===== src/rtl/iob_sequencer_pkg.sv =====
// Shared definitions for the KA10 I/O bus sequencer: request op codes,
// FSM state encodings and small op-classification helpers. The console
// front-end and benches import the same package.
package iob_sequencer_pkg;

   localparam logic [2:0] IOB_OP_CONO    = 3'd0;
   localparam logic [2:0] IOB_OP_DATAO   = 3'd1;
   localparam logic [2:0] IOB_OP_CONI    = 3'd2;
   localparam logic [2:0] IOB_OP_DATAI   = 3'd3;
   localparam logic [2:0] IOB_OP_IORESET = 3'd4;

   typedef enum logic [2:0] {
      IOB_ST_IDLE = 3'd0,
      IOB_ST_CLR  = 3'd1,
      IOB_ST_GAP  = 3'd2,
      IOB_ST_SET  = 3'd3,
      IOB_ST_RD   = 3'd4,
      IOB_ST_RST  = 3'd5,
      IOB_ST_DONE = 3'd6
   } iob_state_e;

   // CONO/DATAO put data on iob_in and use the clear/gap/set sequence.
   function automatic logic iob_op_is_write(input logic [2:0] op);
      return (op == IOB_OP_CONO) || (op == IOB_OP_DATAO);
   endfunction

   // CONI/DATAI use a single read strobe and return sampled data.
   function automatic logic iob_op_is_read(input logic [2:0] op);
      return (op == IOB_OP_CONI) || (op == IOB_OP_DATAI);
   endfunction

endpackage


===== src/rtl/iob_pulse_timer.sv =====
// Loadable down-counter that times each sequencer state. Loading N-1 on
// state entry makes `last` true on the Nth cycle spent in that state.
module iob_pulse_timer #(
   parameter int W = 3
) (
   input  logic         clk,
   input  logic         reset,
   input  logic         load,
   input  logic [W-1:0] load_val,
   output logic         last
);

   logic [W-1:0] cnt;

   // Reload on state entry, otherwise count down and park at zero.
   always_ff @(posedge clk or posedge reset) begin
      if (reset) begin
         cnt <= '0;
      end else if (load) begin
         cnt <= load_val;
      end else if (cnt != '0) begin
         cnt <= cnt - 1'b1;
      end
   end

   assign last = (cnt == '0);

endmodule


===== src/rtl/iob_sequencer.sv =====
// Master-side sequencer for the KA10 I/O bus. Accepts one console request
// at a time and produces the timed clear/gap/set or read strobes, the bus
// reset pulse, and a one-cycle completion with the sampled device data.
// Bus vectors keep PDP-10 numbering by position: bit 35 here is bus bit 0.
module iob_sequencer
   import iob_sequencer_pkg::*;
#(
   parameter int CLR_CYCLES = 1,
   parameter int GAP_CYCLES = 7,
   parameter int SET_CYCLES = 1,
   parameter int RD_CYCLES  = 4,
   parameter int RST_CYCLES = 4
) (
   input  logic        clk,
   input  logic        reset,
   input  logic        req_valid,
   output logic        req_ready,
   input  logic [2:0]  req_op,
   input  logic [6:0]  req_dev,
   input  logic [35:0] req_data,
   output logic        rsp_valid,
   output logic [35:0] rsp_data,
   output logic        iobus_iob_poweron,
   output logic        iobus_iob_reset,
   output logic        iobus_cono_clear,
   output logic        iobus_cono_set,
   output logic        iobus_datao_clear,
   output logic        iobus_datao_set,
   output logic        iobus_iob_fm_status,
   output logic        iobus_iob_fm_datai,
   output logic [6:0]  iobus_ios,
   output logic [35:0] iobus_iob_in,
   input  logic [35:0] iobus_iob_out
);

   function automatic int max2(input int a, input int b);
      return (a > b) ? a : b;
   endfunction

   localparam int MAX_CYCLES = max2(max2(max2(CLR_CYCLES, GAP_CYCLES),
                                         max2(SET_CYCLES, RD_CYCLES)),
                                    RST_CYCLES);
   localparam int TW = (MAX_CYCLES < 2) ? 1 : $clog2(MAX_CYCLES + 1);

   localparam logic [TW-1:0] CLR_LD = TW'(CLR_CYCLES - 1);
   localparam logic [TW-1:0] GAP_LD = TW'(GAP_CYCLES - 1);
   localparam logic [TW-1:0] SET_LD = TW'(SET_CYCLES - 1);
   localparam logic [TW-1:0] RD_LD  = TW'(RD_CYCLES - 1);
   localparam logic [TW-1:0] RST_LD = TW'(RST_CYCLES - 1);

   iob_state_e    state, state_nxt;
   logic [2:0]    op_q, op_nxt;
   logic          accept;
   logic          tmr_load;
   logic [TW-1:0] tmr_val;
   logic          tmr_last;

   iob_pulse_timer #(.W(TW)) u_timer (
      .clk      (clk),
      .reset    (reset),
      .load     (tmr_load),
      .load_val (tmr_val),
      .last     (tmr_last)
   );

   assign req_ready = (state == IOB_ST_IDLE) && !reset;

   // Next-state, accept decode and timer reload on every state change.
   always_comb begin
      state_nxt = state;
      accept    = 1'b0;
      tmr_val   = '0;
      case (state)
         IOB_ST_IDLE: begin
            if (req_valid) begin
               accept = 1'b1;
               case (req_op)
                  IOB_OP_CONO, IOB_OP_DATAO: state_nxt = IOB_ST_CLR;
                  IOB_OP_CONI, IOB_OP_DATAI: state_nxt = IOB_ST_RD;
                  IOB_OP_IORESET:            state_nxt = IOB_ST_RST;
                  default:                   state_nxt = IOB_ST_DONE;
               endcase
            end
         end
         IOB_ST_CLR:  if (tmr_last) state_nxt = IOB_ST_GAP;
         IOB_ST_GAP:  if (tmr_last) state_nxt = IOB_ST_SET;
         IOB_ST_SET:  if (tmr_last) state_nxt = IOB_ST_DONE;
         IOB_ST_RD:   if (tmr_last) state_nxt = IOB_ST_DONE;
         IOB_ST_RST:  if (tmr_last) state_nxt = IOB_ST_DONE;
         IOB_ST_DONE: state_nxt = IOB_ST_IDLE;
         default:     state_nxt = IOB_ST_IDLE;
      endcase
      tmr_load = (state_nxt != state);
      case (state_nxt)
         IOB_ST_CLR: tmr_val = CLR_LD;
         IOB_ST_GAP: tmr_val = GAP_LD;
         IOB_ST_SET: tmr_val = SET_LD;
         IOB_ST_RD:  tmr_val = RD_LD;
         IOB_ST_RST: tmr_val = RST_LD;
         default:    tmr_val = '0;
      endcase
      op_nxt = accept ? req_op : op_q;
   end

   // State and latched op; poweron rises on the first clock after reset.
   always_ff @(posedge clk or posedge reset) begin
      if (reset) begin
         state             <= IOB_ST_IDLE;
         op_q              <= '0;
         iobus_iob_poweron <= 1'b0;
      end else begin
         state             <= state_nxt;
         op_q              <= op_nxt;
         iobus_iob_poweron <= 1'b1;
      end
   end

   // Strobes are decoded from the next state so each one is high exactly
   // while the FSM sits in its state, and clear/set never coincide.
   always_ff @(posedge clk or posedge reset) begin
      if (reset) begin
         iobus_cono_clear    <= 1'b0;
         iobus_cono_set      <= 1'b0;
         iobus_datao_clear   <= 1'b0;
         iobus_datao_set     <= 1'b0;
         iobus_iob_fm_status <= 1'b0;
         iobus_iob_fm_datai  <= 1'b0;
         iobus_iob_reset     <= 1'b0;
         rsp_valid           <= 1'b0;
      end else begin
         iobus_cono_clear    <= (state_nxt == IOB_ST_CLR) && (op_nxt == IOB_OP_CONO);
         iobus_cono_set      <= (state_nxt == IOB_ST_SET) && (op_nxt == IOB_OP_CONO);
         iobus_datao_clear   <= (state_nxt == IOB_ST_CLR) && (op_nxt == IOB_OP_DATAO);
         iobus_datao_set     <= (state_nxt == IOB_ST_SET) && (op_nxt == IOB_OP_DATAO);
         iobus_iob_fm_status <= (state_nxt == IOB_ST_RD)  && (op_nxt == IOB_OP_CONI);
         iobus_iob_fm_datai  <= (state_nxt == IOB_ST_RD)  && (op_nxt == IOB_OP_DATAI);
         iobus_iob_reset     <= (state_nxt == IOB_ST_RST);
         rsp_valid           <= (state_nxt == IOB_ST_DONE);
      end
   end

   // Device select and write data are held from accept until DONE ends;
   // the response is sampled on the last read cycle or cleared otherwise.
   always_ff @(posedge clk or posedge reset) begin
      if (reset) begin
         iobus_ios    <= '0;
         iobus_iob_in <= '0;
         rsp_data     <= '0;
      end else begin
         if (accept) begin
            iobus_ios    <= (req_op == IOB_OP_IORESET) ? 7'd0 : req_dev;
            iobus_iob_in <= iob_op_is_write(req_op) ? req_data : 36'd0;
         end else if (state == IOB_ST_DONE) begin
            iobus_ios    <= '0;
            iobus_iob_in <= '0;
         end
         if ((state_nxt == IOB_ST_DONE) && (state != IOB_ST_DONE)) begin
            rsp_data <= (state == IOB_ST_RD && iob_op_is_read(op_q)) ? iobus_iob_out : 36'd0;
         end
      end
   end

endmodule

===== config.mk =====
export PLATFORM = sky130hd
export DESIGN_NAME = iob_sequencer
export DESIGN_NICKNAME = d
export VERILOG_FILES = /design/src/rtl/iob_sequencer_pkg.sv /design/src/rtl/iob_pulse_timer.sv /design/src/rtl/iob_sequencer.sv
export SDC_FILE = /design/constraint.sdc
export NUM_CORES = 1
export LEC_CHECK = 0
export CAP_MARGIN = 30
export CORE_MARGIN = 2
export CORE_UTILIZATION = 43
export DETAILED_ROUTE_END_ITERATION = 16
export HOLD_SLACK_MARGIN = 0.15
export PLACE_DENSITY_LB_ADDON = 0.3
export SYNTH_ARGS = -nofsm -noshare
export SYNTH_HDL_FRONTEND = slang
export SYNTH_HIERARCHICAL = 1
export SYNTH_SLANG_ARGS = --single-unit

===== constraint.sdc =====
create_clock -name clk -period 4.5 [get_ports clk]
set_input_delay 1.125 -clock clk [delete_from_list [all_inputs] [get_ports clk]]
set_output_delay 1.125 -clock clk [all_outputs]
set_load 0.005 [all_outputs]

## After elaboration in Yosys (flattened, before gate mapping)

Index checks and enable logic that the tools add are counted.

| word-level totals | value |
|---|---|
| input bits | 85 |
| word-level logic and storage cells | 81 |
| flip-flop bits (word level) | 97 |
| output and inout bits | 89 |

| operators by class | value |
|---|---|
| muxes and demuxes | 19 |
| reduce and logical (&&, ||, !) cells | 23 |
| add/sub/neg operators | 1 |
| equal/unequal tests | 23 |

Operator list:

| cell | number |
|---|---|
| $mux 36 | 4 |
| $eq 3x2->1 const B | 10 |
| $eq 3x3->1 const B | 7 |
| $mux 3 | 7 |
| $mux 7 | 3 |
| $eq 3x1->1 const B | 4 |
| $logic_not 3->1 | 4 |
| $pmux 3 s4 | 1 |
| $logic_and 1x1->1 | 9 |
| $pmux 3 s3 | 1 |
| $pmux 3 s2 | 1 |
| $reduce_or 2->1 | 3 |
| $reduce_bool 2->1 | 2 |
| $ne 3x3->1 | 1 |
| $ne 3x3->1 const B | 1 |
| $reduce_bool 3->1 | 1 |
| $reduce_or 3->1 | 1 |
| $sub 3x1->3 const B | 1 |
| $logic_or 1x1->1 | 2 |
| $mux 1 | 2 |
| $logic_not 1->1 | 1 |

## Logic depth before layout (Yosys ltp)

| depth | value |
|---|---|
| depth in word-level cells | 9 |
| mapped depth | 11 |
| mapped depth without buffers | 10 |

## By module

The synthesis kept the hierarchy.

Modules (own cells, without submodules):

| module | cells an instance | area each (µm²) | sequential area each (µm²) | instances |
|---|---|---|---|---|
| iob_sequencer | 340 | 3952.5 | 2352.3 | 1 |
| iob_pulse_timer | 22 | 203.9 | 75.1 | 1 |

## Least setup slack after synthesis

Ideal clock, no wire load.

| path | value |
|---|---|
| path type | input to register |
| start | in req_valid |
| end | reg u_timer.cnt[0] |
| slack | 2.015 ns |
| cell stages on the path | 6 |
| path buffers | 0 |
| arrival time | 2.381 ns |
| library setup time | 0.104 ns |
| required time | 4.396 ns |
| cell sequence | nor4b_2 -> nand2_1 -> a32o_1 -> o21ai_0 -> nor2b_1 -> a221oi_1 |

| between the ends | value |
|---|---|
| elaborated cells between the ends (all ways) | 10 |
| classes of those cells | eq/ne: 4; mux: 4; reduce/logical: 2 |

RTL lines:

| what | line | text |
|---|---|---|
| start, declared | iob_sequencer.sv:16 | `input logic req_valid,` |
| $mux 3 * | iob_sequencer.sv:75 | `if (req_valid) begin` |
| $pmux 3 s4 * | iob_sequencer.sv:73 | `case (state)` |
| $ne 3x3->1 * | iob_sequencer.sv:93 | `tmr_load = (state_nxt != state);` |
| named net tmr_load | iob_sequencer.sv:54 | `logic tmr_load;` |
| $mux 3 / $reduce_bool 2->1 (equally long branches) | -- |  |
| end signal, assigned | iob_pulse_timer.sv:20 | `cnt <= load_val;` |
| end signal, assigned | iob_pulse_timer.sv:22 | `cnt <= cnt - 1'b1;` |
| end, declared | iob_pulse_timer.sv:13 | `logic [W-1:0] cnt;` |

The timed path passes the listed nets; every way through them passes the cells marked *.
A chain may end at the register's enable or synchronous reset.

## Worst setup path after layout

| path | value |
|---|---|
| start | in reset |
| end | out req_ready |

| between the ends | value |
|---|---|
| cells in the longest elaborated chain, start to end | 2 |

RTL lines:

| what | line | text |
|---|---|---|
| start, declared | iob_sequencer.sv:15 | `input logic reset,` |
| $logic_not 1->1 (no source line) | -- |  |
| $logic_and 1x1->1 | iob_sequencer.sv:66 | `assign req_ready = (state == IOB_ST_IDLE) && !reset;` |
| end, declared | iob_sequencer.sv:17 | `output logic req_ready,` |

No other way between the ends.

==> impl_metrics.yaml <==
global_routing:
  grt_pass1_vias: 3299
  grt_max_degree: 37
  grt-ovfl-total: 0
  grt_pass1_wl_um: 16360
  grt_util_all_layers_pct: 20.20
  antenna_found_initial: 0
cts:
  cts_setup_buffers: 0
  tritoncts: "done"
  cts.htree.levels: 3
  clk_pin_slew_ns: 0.09
  cts-root-buf: "clkbuf_8"
  numClockSinks: 97
  hold_buffers: 0
  clock_latency_ns: 0.36
  cts_buffers: 9
  cts_resized: 0
  clockBufferDepth: 2
synthesis:
  yosysWarnings: 6
  ys_types: 43
  synth_most_common_cell: "dfrtp_1"
  synth_area_leaders: "dfrtp_1 (58%), a22o_1 (9.3%), mux2i_1 (8.9%)"
  synth_top_area_cell: "dfrtp_1"
  synth.cell_area_mm2: 0.004156
  synthArstFlopShare_pct: 100.0
  ys_seq_area_share_pct: 58.40
  synth_edf_count: 0
  syn-num-nets: 449
  syn-instance-count: 362
  avgSynthCellArea_um2: 11.48
  synth.top_cell.area_share_pct: 58.40
  synthFlopType: "dfrtp_1"
  yosys-top-cells-count: "dfrtp_1 (97), nand2_1 (48), inv_1 (47), a22o_1 (44), mux2i_1 (37)"
  ys_ff_latch: 97
finish:
  final-seq-area_mm2: 0.002427
  antenna_cells: 0
  final_cell_count_no_fill: 666
  layout-drive-gt1-share_pct: 6.145
  fillers: 734
  fin_area_mm2: 0.006217
  fin_nets: 619
  multiInputGateArea_mm2: 0.001414
  area_growth_pct: 49.58
setup_path:
  r2r_slack_ns: 1.92
  crit_path_start_kind: "input port"
  endpoint_kind: "output port"
  cp_max_fo: 3
  path_class: "input port to output port"
  cp.required_ns: 3.38
  critical_path_arrival_ns: 2.30
detailed_routing:
  antenna_left: 0
  drt_iter0_markers: 99
  vias_per_cell: 4.943
  vias: 3292
  wl_per_cell_um: 15.73
  drc: 0
  drtPass1Iterations: 4
  wirelength_um: 10480
placement:
  postPlaceCellArea_mm2: 0.005964
  io_buffers: 173
  post-dp-hpwl_um: 7891
  place_congestion: 0.8057
  dp.cells: 649
sta:
  skew_ns: 0.02099
  timing.setup.tns_ns: 0
  worstMarginPinSlew_ns: 0.6549
  slew_violations: 0
  max_clock_freq_mhz: 292.2
  timing.hold.ws_ns: 0.5123
  setup_violations: 0
  period_share_pct: 76.05
  min_period_ns: 3.422
  final_hold_viol_count: 0
  slew_headroom_pct: 55.88
  rsz0062_at_grt: "false"
floorplanning:
  die_x_um: 102.3
  core_area_mm2: 0.009328
  fp-row-count: 35
  dieArea_mm2: 0.01047
  die_h_um: 102.3
  floorplan.initialDensity_pct: 44.56
  ios: 174
hold_path:
  hold_class: "register to register"
pwr:
  leakagePower_nw: 2.658
  power.density_mw_per_mm2: 562.9
  peakVddDrop_mv: 0.3321
  total_power_mw: 3.500
status:
  status: "complete, no violations"
run:
  maxCapViolCount: 0
==> routing by layer <==
layer | GRT usage [%] | wire, µm
met1 | 26.40 | 4537
met2 | 33.05 | 5088
met3 | 5.814 | 737
met4 | 5.846 | 114
met5 | 0 | 0
==> worst max-delay path: stages <==
cell             delay, ns
clkdlybuf4s50_1       0.46
nor3_1                0.19
clkdlybuf4s50_1       0.53
==> through the flow <==
step / util (%) / worst slack [ns]
after detailed placement: 63.94 / 1.016
after global routing: 66.65 / 1.028
after CTS: 66.44 / 1.075
after floorplan: - / 0.9263
final: 66.65 / 1.078
after global placement: 63.94 / 1.074
==> layout make-up <==
cell class	instances	share of cell area [%]
Tap cell	129	2.596
Timing Repair Buffer	181	29.02
Inverter	47	2.858
Multi-Input combinational cell	196	22.74
Sequential cell	97	39.04
Clock inverter	7	1.751
Clock buffer	9	1.992
==> report_power, final <==
part | switching (mW) | leakage, nW | internal [mW]
Clock | 0.318 | 0.118 | 0.325
Combinational | 0.626 | 1.23 | 0.863
Sequential | 0.195 | 1.31 | 1.17
==> kinds of logic (layout without fill, tap and decap cells) <==
family | count (synthesis) | after routing | synth area share [%]
AO/OA/AOI/OAI | 66 | 66 | 13.25
adder cells (fa/ha/maj) | 2 | 2 | 0.6020
buffers and inverters | 69 | 244 | 8.007
flip-flops | 97 | 97 | 58.40
multiplexers | 38 | 38 | 9.181
other | 1 | 1 | 0.09022
AND/OR/NAND/NOR | 89 | 89 | 10.48
==> worst paths after layout <==
check	startpoint	end	depth (start not counted)
min in group asynchronous	reset	u_timer/cnt[1]	2
min	iobus_iob_in[25]	iobus_iob_in[25]	1
max in group asynchronous	reset	iobus_datao_set	3
max	reset	req_ready	3
min reg2reg	iobus_iob_in[25]	iobus_iob_in[25]	1
max reg2reg	u_timer/cnt[0]	u_timer/cnt[0]	10
==> placed cells by master, fill, tap and decap left out, types with 3 or more instances in the layout <==
master | Yosys | routed
clkdlybuf4s50_1 | 0 | 173
dfrtp_1 | 97 | 97
nand2_1 | 48 | 48
inv_1 | 47 | 46
a22o_1 | 44 | 44
mux2i_1 | 37 | 37
nor2_1 | 11 | 11
clkbuf_8 | 0 | 9
nor2b_1 | 7 | 7
buf_4 | 1 | 7
nor3_1 | 5 | 5
o21ai_0 | 4 | 4
nand2b_1 | 3 | 3
nor4b_1 | 3 | 3
==> registers in the layout, indices dropped and copies added, names as in the netlist <==
signal,flops
iobus_iob_fm_status,1
iobus_cono_clear,1
iobus_cono_set,1
u_timer/cnt,3
iobus_iob_fm_datai,1
iobus_iob_poweron,1
iobus_iob_reset,1
iobus_datao_clear,1
iobus_datao_set,1
rsp_valid,1
op_q,3
rsp_data,36
iobus_ios,7
state,3
iobus_iob_in,36
(Power assumes the default switching activity.)
